File: src/rtl/parking_gate_ctrl.sv
`default_nettype none
// +--------------------------------------------------------------------------+
// | parking_gate_ctrl: password-gated car-park entrance with occupancy count |
// | Revision: 1.0                                                            |
// +--------------------------------------------------------------------------+
module parking_gate_ctrl #(
  parameter int                  PW_WIDTH       = 4,
  parameter logic [PW_WIDTH-1:0] PASSWORD       = 4'b0110,
  parameter int                  CAPACITY       = 8,
  parameter int                  TIMEOUT_CYCLES = 16,
  parameter int                  MAX_TRIES      = 3,
  parameter int                  LOCK_CYCLES    = 32,
  parameter int                  BLINK_DIV      = 2,
  localparam int                 OCC_W          = $clog2(CAPACITY + 1)
) (
  input  logic                clk_i,
  input  logic                reset_i,
  input  logic                sensor_entrance_i,
  input  logic                sensor_exit_i,
  input  logic                car_leave_i,
  input  logic                pw_valid_i,
  input  logic [PW_WIDTH-1:0] pw_in_i,
  output logic                gate_open_o,
  output logic                green_led_o,
  output logic                red_led_o,
  output logic                full_o,
  output logic                lockout_o,
  output logic [OCC_W-1:0]    occupancy_o,
  output logic [6:0]          hex_1_o,
  output logic [6:0]          hex_2_o
);

  localparam int TM_W = (TIMEOUT_CYCLES > 1) ? $clog2(TIMEOUT_CYCLES) : 1;
  localparam int LK_W = (LOCK_CYCLES > 1) ? $clog2(LOCK_CYCLES) : 1;
  localparam int TR_W = $clog2(MAX_TRIES + 1);
  localparam int BD_W = (BLINK_DIV > 1) ? $clog2(BLINK_DIV) : 1;

  localparam logic [TM_W-1:0]  C_TIMER_LAST = TM_W'(TIMEOUT_CYCLES - 1);
  localparam logic [LK_W-1:0]  C_LOCK_LAST  = LK_W'(LOCK_CYCLES - 1);
  localparam logic [TR_W-1:0]  C_TRIES_MAX  = TR_W'(MAX_TRIES);
  localparam logic [BD_W-1:0]  C_BLINK_LAST = BD_W'(BLINK_DIV - 1);
  localparam logic [OCC_W-1:0] C_OCC_MAX    = OCC_W'(CAPACITY);

  localparam logic [2:0] S_IDLE   = 3'd0;
  localparam logic [2:0] S_WAIT   = 3'd1;
  localparam logic [2:0] S_WRONG  = 3'd2;
  localparam logic [2:0] S_RIGHT  = 3'd3;
  localparam logic [2:0] S_STOP   = 3'd4;
  localparam logic [2:0] S_LOCKED = 3'd5;

  localparam logic [6:0] C_SEG_OFF = 7'h7F;
  localparam logic [6:0] C_SEG_E   = 7'h06;
  localparam logic [6:0] C_SEG_N   = 7'h2B;
  localparam logic [6:0] C_SEG_6   = 7'h02;
  localparam logic [6:0] C_SEG_0   = 7'h40;
  localparam logic [6:0] C_SEG_5   = 7'h12;
  localparam logic [6:0] C_SEG_P   = 7'h0C;
  localparam logic [6:0] C_SEG_L   = 7'h47;

  logic [2:0]       state_q, state_d;
  logic [TR_W-1:0]  tries_q, tries_d;
  logic [TM_W-1:0]  timer_q, timer_d;
  logic [LK_W-1:0]  lock_q, lock_d;
  logic [BD_W-1:0]  bdiv_q;
  logic             blink_q;
  logic [OCC_W-1:0] occ_q;

  logic            good_w, bad_w, full_w, inc_w, blinking_w;
  logic [TR_W-1:0] tries_inc_w;

  assign good_w      = pw_valid_i && (pw_in_i == PASSWORD);
  assign bad_w       = pw_valid_i && (pw_in_i != PASSWORD);
  assign full_w      = (occ_q == C_OCC_MAX);
  assign tries_inc_w = tries_q + 1'b1;
  assign inc_w       = (state_q == S_RIGHT) && sensor_exit_i && !sensor_entrance_i;
  assign blinking_w  = (state_q == S_WRONG) || (state_q == S_RIGHT) || (state_q == S_STOP);

  always_ff @(posedge clk_i or posedge reset_i) begin
    if (reset_i) begin
      state_q <= S_IDLE;
      tries_q <= '0;
      timer_q <= '0;
      lock_q  <= '0;
    end else begin
      state_q <= state_d;
      tries_q <= tries_d;
      timer_q <= timer_d;
      lock_q  <= lock_d;
    end
  end

  always_comb begin
    state_d = state_q;
    tries_d = tries_q;
    timer_d = timer_q;
    lock_d  = lock_q;
    case (state_q)
      S_IDLE: begin
        if (sensor_entrance_i && !full_w) begin
          state_d = S_WAIT;
          tries_d = '0;
          timer_d = '0;
        end
      end
      S_WAIT, S_WRONG, S_STOP: begin
        if (state_q == S_WAIT) timer_d = timer_q + 1'b1;
        if (good_w) begin
          state_d = S_RIGHT;
        end else if (bad_w) begin
          tries_d = tries_inc_w;
          state_d = (tries_inc_w == C_TRIES_MAX) ? S_LOCKED : S_WRONG;
        end else if ((state_q == S_WAIT) && (timer_q == C_TIMER_LAST)) begin
          state_d = S_IDLE;
        end
      end
      S_RIGHT: begin
        if (sensor_entrance_i && sensor_exit_i) state_d = S_STOP;
        else if (sensor_exit_i)                 state_d = S_IDLE;
      end
      S_LOCKED: begin
        lock_d = lock_q + 1'b1;
        if (lock_q == C_LOCK_LAST) begin
          state_d = S_IDLE;
          tries_d = '0;
        end
      end
      default: state_d = S_IDLE;
    endcase
    if ((state_d == S_LOCKED) && (state_q != S_LOCKED)) lock_d = '0;
  end

  // Blink phase restarts off on every state change so each blinking state opens dark.
  always_ff @(posedge clk_i or posedge reset_i) begin
    if (reset_i) begin
      bdiv_q  <= '0;
      blink_q <= 1'b0;
    end else if (state_d != state_q) begin
      bdiv_q  <= '0;
      blink_q <= 1'b0;
    end else if (blinking_w) begin
      if (bdiv_q == C_BLINK_LAST) begin
        bdiv_q  <= '0;
        blink_q <= ~blink_q;
      end else begin
        bdiv_q <= bdiv_q + 1'b1;
      end
    end
  end

  always_ff @(posedge clk_i or posedge reset_i) begin
    if (reset_i) begin
      occ_q <= '0;
    end else if (inc_w && !car_leave_i) begin
      if (occ_q != C_OCC_MAX) occ_q <= occ_q + 1'b1;
    end else if (car_leave_i && !inc_w) begin
      if (occ_q != '0) occ_q <= occ_q - 1'b1;
    end
  end

  always_comb begin
    green_led_o = 1'b0;
    red_led_o   = 1'b0;
    gate_open_o = 1'b0;
    hex_1_o     = C_SEG_OFF;
    hex_2_o     = C_SEG_OFF;
    case (state_q)
      S_IDLE:   red_led_o = full_w;
      S_WAIT: begin
        red_led_o = 1'b1;
        hex_1_o   = C_SEG_E;
        hex_2_o   = C_SEG_N;
      end
      S_WRONG: begin
        red_led_o = blink_q;
        hex_1_o   = C_SEG_E;
        hex_2_o   = C_SEG_E;
      end
      S_RIGHT: begin
        green_led_o = blink_q;
        gate_open_o = 1'b1;
        hex_1_o     = C_SEG_6;
        hex_2_o     = C_SEG_0;
      end
      S_STOP: begin
        red_led_o = blink_q;
        hex_1_o   = C_SEG_5;
        hex_2_o   = C_SEG_P;
      end
      S_LOCKED: begin
        red_led_o = 1'b1;
        hex_1_o   = C_SEG_L;
        hex_2_o   = C_SEG_0;
      end
      default: ;
    endcase
  end

  assign full_o      = full_w;
  assign lockout_o   = (state_q == S_LOCKED);
  assign occupancy_o = occ_q;

endmodule
`default_nettype wire

File: config.mk
export PLATFORM = sky130hd
export DESIGN_NAME = parking_gate_ctrl
export DESIGN_NICKNAME = d
export VERILOG_FILES = /design/src/rtl/parking_gate_ctrl.sv
export SDC_FILE = /design/constraint.sdc
export NUM_CORES = 1
export LEC_CHECK = 0
export CAP_MARGIN = 20
export CORE_MARGIN = 2
export CORE_UTILIZATION = 25
export DETAILED_ROUTE_END_ITERATION = 10
export GPL_TIMING_DRIVEN = 0
export RECOVER_POWER = 25
export SLEW_MARGIN = 30
export SYNTH_ARGS = -nofsm -noshare
export SYNTH_HDL_FRONTEND = slang
export SYNTH_SLANG_ARGS = --single-unit
File: constraint.sdc
create_clock -name clk_i -period 3.25 [get_ports clk_i]
set_clock_uncertainty 0.05 [all_clocks]
set_input_delay 0.65 -clock clk_i [delete_from_list [all_inputs] [get_ports clk_i]]
set_output_delay 0.65 -clock clk_i [all_outputs]
set_load 0.1 [all_outputs]
-- Yosys cells after proc, flatten, opt, wreduce, memory -nomap -nowiden
Index checks and enable logic that the tools add are counted.
- add/subtract/negate cells: 6
- equality and inequality tests: 21
- mux-type cells: 34
- bitwise logic cells: 1
- reductions and logical operators: 34
- operator list (operator ; count):
    $pmux W7 S4 ; 2
    $mux W3 ; 8
    $mux W4 ; 6
    $pmux W3 S4 ; 1
    $reduce_bool A2 Y1 ; 6
    $logic_and A1 B1 Y1 ; 10
    $mux W5 ; 2
    $eq A3 B3 Y1 const B ; 3
    $add A4 B1 Y4 const B ; 2
    $eq A4 B4 Y1 const B ; 2
    $mux W1 ; 8
    $mux W2 ; 4
    $ne A2 B2 Y1 const B ; 4
    $pmux W4 S2 ; 1
    $reduce_or A2 Y1 ; 4
    $eq A3 B2 Y1 const B ; 2
    $pmux W2 S3 ; 1
    $reduce_and A3 Y1 ; 2
    $add A5 B1 Y5 const B ; 1
    $eq A5 B5 Y1 const B ; 1
    $reduce_and A5 Y1 ; 1
    $eq A4 B3 Y1 const B ; 1
    $logic_not A1 Y1 ; 4
    $ne A2 B1 Y1 const B ; 2
    other kinds (17) ; 18
- flip-flop bits (word level): 20
- input port bits: 10
- output and inout port bits: 23
- logic and storage cells: 103

-- Longest topological paths before layout
- word-level depth: 9
- depth in mapped cells: 12
- gate-level depth less buffers: 11

-- Worst setup path after synthesis
No wires, ideal clock.
- path kind: flip-flop to output port
- from: reg occ_q[3], in the netlist occupancy_o[3]
- to: out red_led_o
- arrival: 3883 ps
- data required time: 2550 ps
- slack: -1333 ps
- cell stages (with the launch flop): 4
- path buffers: 0
- path through: dfrtp_1 -> nor4b_4 -> a21oi_1 -> o22ai_1
- longest elaborated chain between the ends: 2
- RTL lines (item ; RTL line ; source):
    from (decl) ; 66 ; logic [OCC_W-1:0] occ_q;
    from (signal assigned) ; 154 ; if (occ_q != C_OCC_MAX) occ_q <= occ_q + 1'b1;
    from (signal assigned) ; 156 ; if (occ_q != '0) occ_q <= occ_q - 1'b1;
    $eq A4 B4 Y1 ; 73 ; assign full_w = (occ_q == C_OCC_MAX);
    named net full_o ; 26 ; output logic full_o,
    $pmux W1 S3 ; 166 ; case (state_q)
    to (decl) ; 25 ; output logic red_led_o,
The timed path passes the listed nets, and every way through them passes these cells.

-- Worst setup path in the final report
- from: reg state_q[1]
- to: out hex_1_o[3]
- longest elaborated chain between the ends: 3
- elaborated cells between the ends (all ways): 7
- RTL lines (item ; RTL line ; source):
    from (decl) ; 60 ; logic [2:0] state_q, state_d;
    from (signal assigned) ; 85 ; state_q <= state_d;
    $eq A3 B2 Y1 / $eq A3 B1 Y1 (equally long branches) ; 166 ;
    $reduce_or A2 Y1 (no source line) ; -- ;
    $pmux W7 S4 (*) ; 166 ;
    to (decl) ; 29 ; output logic [6:0] hex_1_o,
Mark *: on every way between the ends. The rest lies on a longest branch, timed or not.

==> impl_metrics.yaml <==
drt:
  drcViolationCount: 0
  drt_iter0_drc: 151
  ant_nets: 0
  drt_wl_total_mm: 3.82
  wl_per_cell_um: 13.5
  firstDrtPassIters: 4
  vias: 1421
  routed_via_density: 5.02
min_path:
  hold_class: "reg2reg"
timing:
  hold_viol_final: 0
  fmax_mhz: 320
  finalSetupViolCount: 0
  tightest_slew_ps: 972
  finalCritPeriodShare_pct: 96.1
  rsz0062_at_grt: "no"
  slew_violations: 0
  relSlewSlack_pct: 35.0
  post-route-min-period_ps: 3120
global_route:
  track_usage_pct: 12.5
  grt_max_degree: 21
  gr-total-overflow: 0
  grt_pass1_vias: 1333
  grt_pass1_wl_mm: 6.43
  antenna_found_initial: 0
synthesis:
  synth_top_family_by_area: "simple AND/OR/NAND/NOR gates"
  synth.area.mux_share_pct: 4.10
  synthSimpleGateAreaFrac_pct: 22.0
  synth_top_area_share_pct: 32.8
  synth_warnings: 0
  synth_top_area_cell: "dfrtp_1"
  ys.flop_type: "dfrtp_1"
  syn_area_per_cell_um2: 8.82
  seq_area_frac_synth_pct: 32.8
  synth.distinct_cells: 49
  syn_nets: 191
  synth_edf_count: 0
  synth_common_cells: "20 x dfrtp_1, 19 x a21oi_1, 16 x nand2_1"
  synth_cells: 173
  synth_seq_cells: 20
  synth-adder-area-share_pct: 7.05
  synth.most_common_cell: "dfrtp_1"
  synth_xor_area_share_pct: 5.74
  synthArstFlopShare_pct: 100
  synth_compound_area_share_pct: 21.5
  synth_area_leaders: "dfrtp_1 33%, a21oi_1 6.2%, ha_1 5.7%"
  synth_area_mm2: 0.00153
floorplanning:
  rows: 28
  core-area_mm2: 0.00592
  die_h_um: 82.1
  initial_core_util_pct: 25.8
  dieArea_mm2: 0.00675
  io_pins: 33
  die_x_um: 82.1
run_status:
  status: "finished clean"
cells_and_area:
  seq_area_um2: 500
  diodes: 0
  area_delta_synth_final_pct: 31.3
  final_net_count: 227
  multi_input_area_um2: 966
  drive_gt1_share_pct: 17.8
  final_core_utilization_pct: 33.9
  fill_cells: 616
critical_path:
  critPathKind: "reg2out"
  worstPathMaxFanout: 10
  cp-end-kind: "output port"
  worstPathArrival_ps: 2420
  cp.required_ps: 2550
  start_kind: "flip-flop"
placed_design:
  port_buffers: 31
  place.gp.congestion: 0.875
  dpl.hpwl_mm: 2.85
clock_network:
  cts.sink_count: 20
  cts_htree_levels: 1
  postCtsHoldBufs: 0
  tritoncts: "yes"
  cts_buffers: 3
  worstSkewPairLatency_ps: 260
  cts_root_buf: "clkbuf_8"
  clk_path_buf_depth: 2
  clkTransAtPathRegs_ps: 80
run:
  drv_cap: 0
[final timing paths]
| kind | start | end | slack [ps] | depth (start not counted) |
|---|---|---|---|---|
| worst max-delay path | state_q[1] | hex_1_o[3] | 130 | 4 |
| worst min-delay path | tries_q[1] | tries_q[1] | 460 | 1 |
| worst max register to register | state_q[2] | occupancy_o[3] | 580 | 12 |
| worst min register to register | tries_q[1] | tries_q[1] | 460 | 1 |
| max in group asynchronous | reset_i | timer_q[2] | 1730 | 2 |
| min in group asynchronous | reset_i | occupancy_o[0] | 930 | 2 |
[per-layer routing]
metal | wire length (um) | global-route usage, %
met5 | 0 | 0
met4 | 86 | 6.67
met2 | 1700 | 18.5
met3 | 313 | 2.17
met1 | 1720 | 17.1
[kinds of logic (layout without fill, tap and decap cells)]
family,Yosys count,in the layout
compound gates,48,48
other cells,1,1
flops,20,20
simple gates,59,59
mux,6,6
xor+xnor,10,10
fa+ha+maj,8,8
buf+inv,21,56
[stage by stage]
stage / cells / area [um2] / setup slack, ps / TNS, ps / hold WS, ps
floorplan: 173 / 1570 / -570 / -570 / 418
global placement: 279 / 1970 / -66.7 / -66.7 / 431
detailed placement: 279 / 1970 / -63.0 / -63.0 / 439
CTS: 283 / 2010 / 13.2 / 0 / 457
global route: 283 / 2000 / 19.5 / 0 / 488
finish: 283 / 2000 / 125 / 0 / 456
[flip-flops by register name, summed over array words and instances, names as in the netlist]
| name | count |
|---|---|
| bdiv_q | 1 |
| lock_q | 5 |
| state_q | 3 |
| timer_q | 4 |
| blink_q | 1 |
| tries_q | 2 |
| occupancy_o | 4 |
[area by class of cell]
| cell class | count | area share [%] |
|---|---|---|
| inverters | 10 | 1.87 |
| flip-flops and latches | 20 | 25.0 |
| plain buffers | 11 | 3.12 |
| multi-input cells | 132 | 48.2 |
| clock buffers | 4 | 2.75 |
| well taps | 75 | 4.68 |
| repair buffers | 31 | 14.4 |
[what timing repair did]
action                                  in CTS  in global routing
endpoints found under the setup margin      10                 10
setup buffers                                0                  0
cloned                                       0                  0
gates resized for setup                     12                 14
[placed cells by master (no fill, tap or decap), types with 2 or more instances in the layout]
| cell | n |
|---|---|
| buf_4 | 5 |
| nor3_1 | 3 |
| nor3b_2 | 2 |
| nand3_1 | 2 |
| a21oi_1 | 18 |
| dlymetal6s2s_1 | 4 |
| a311o_1 | 2 |
| nor2_1 | 11 |
| dlygate4sd2_1 | 3 |
| clkbuf_1 | 2 |
| a21o_1 | 2 |
| nor2_2 | 3 |
| nand4_1 | 3 |
| clkbuf_8 | 4 |
| mux2i_1 | 4 |
| xor2_1 | 4 |
| nand2b_2 | 2 |
| o21ai_0 | 7 |
| nand2_1 | 16 |
| clkbuf_2 | 5 |
| a211oi_1 | 3 |
| inv_1 | 9 |
| xnor2_1 | 5 |
| o21ai_1 | 2 |
| buf_2 | 5 |
| and3_1 | 5 |
| dfrtp_1 | 20 |
| nand2b_1 | 2 |
| ha_1 | 7 |
| clkdlybuf4s50_1 | 16 |
| a31oi_1 | 2 |
[critical path, stage by stage (launching register included)]
cell and delay, ps:
dfrtp_1 470, buf_2 250, nor3_1 390, nand2b_2 220, clkdlybuf4s15_1 820
Power is not shown: default switching activity piles up to over one toggle a cycle in this logic, so the estimate is an artifact.
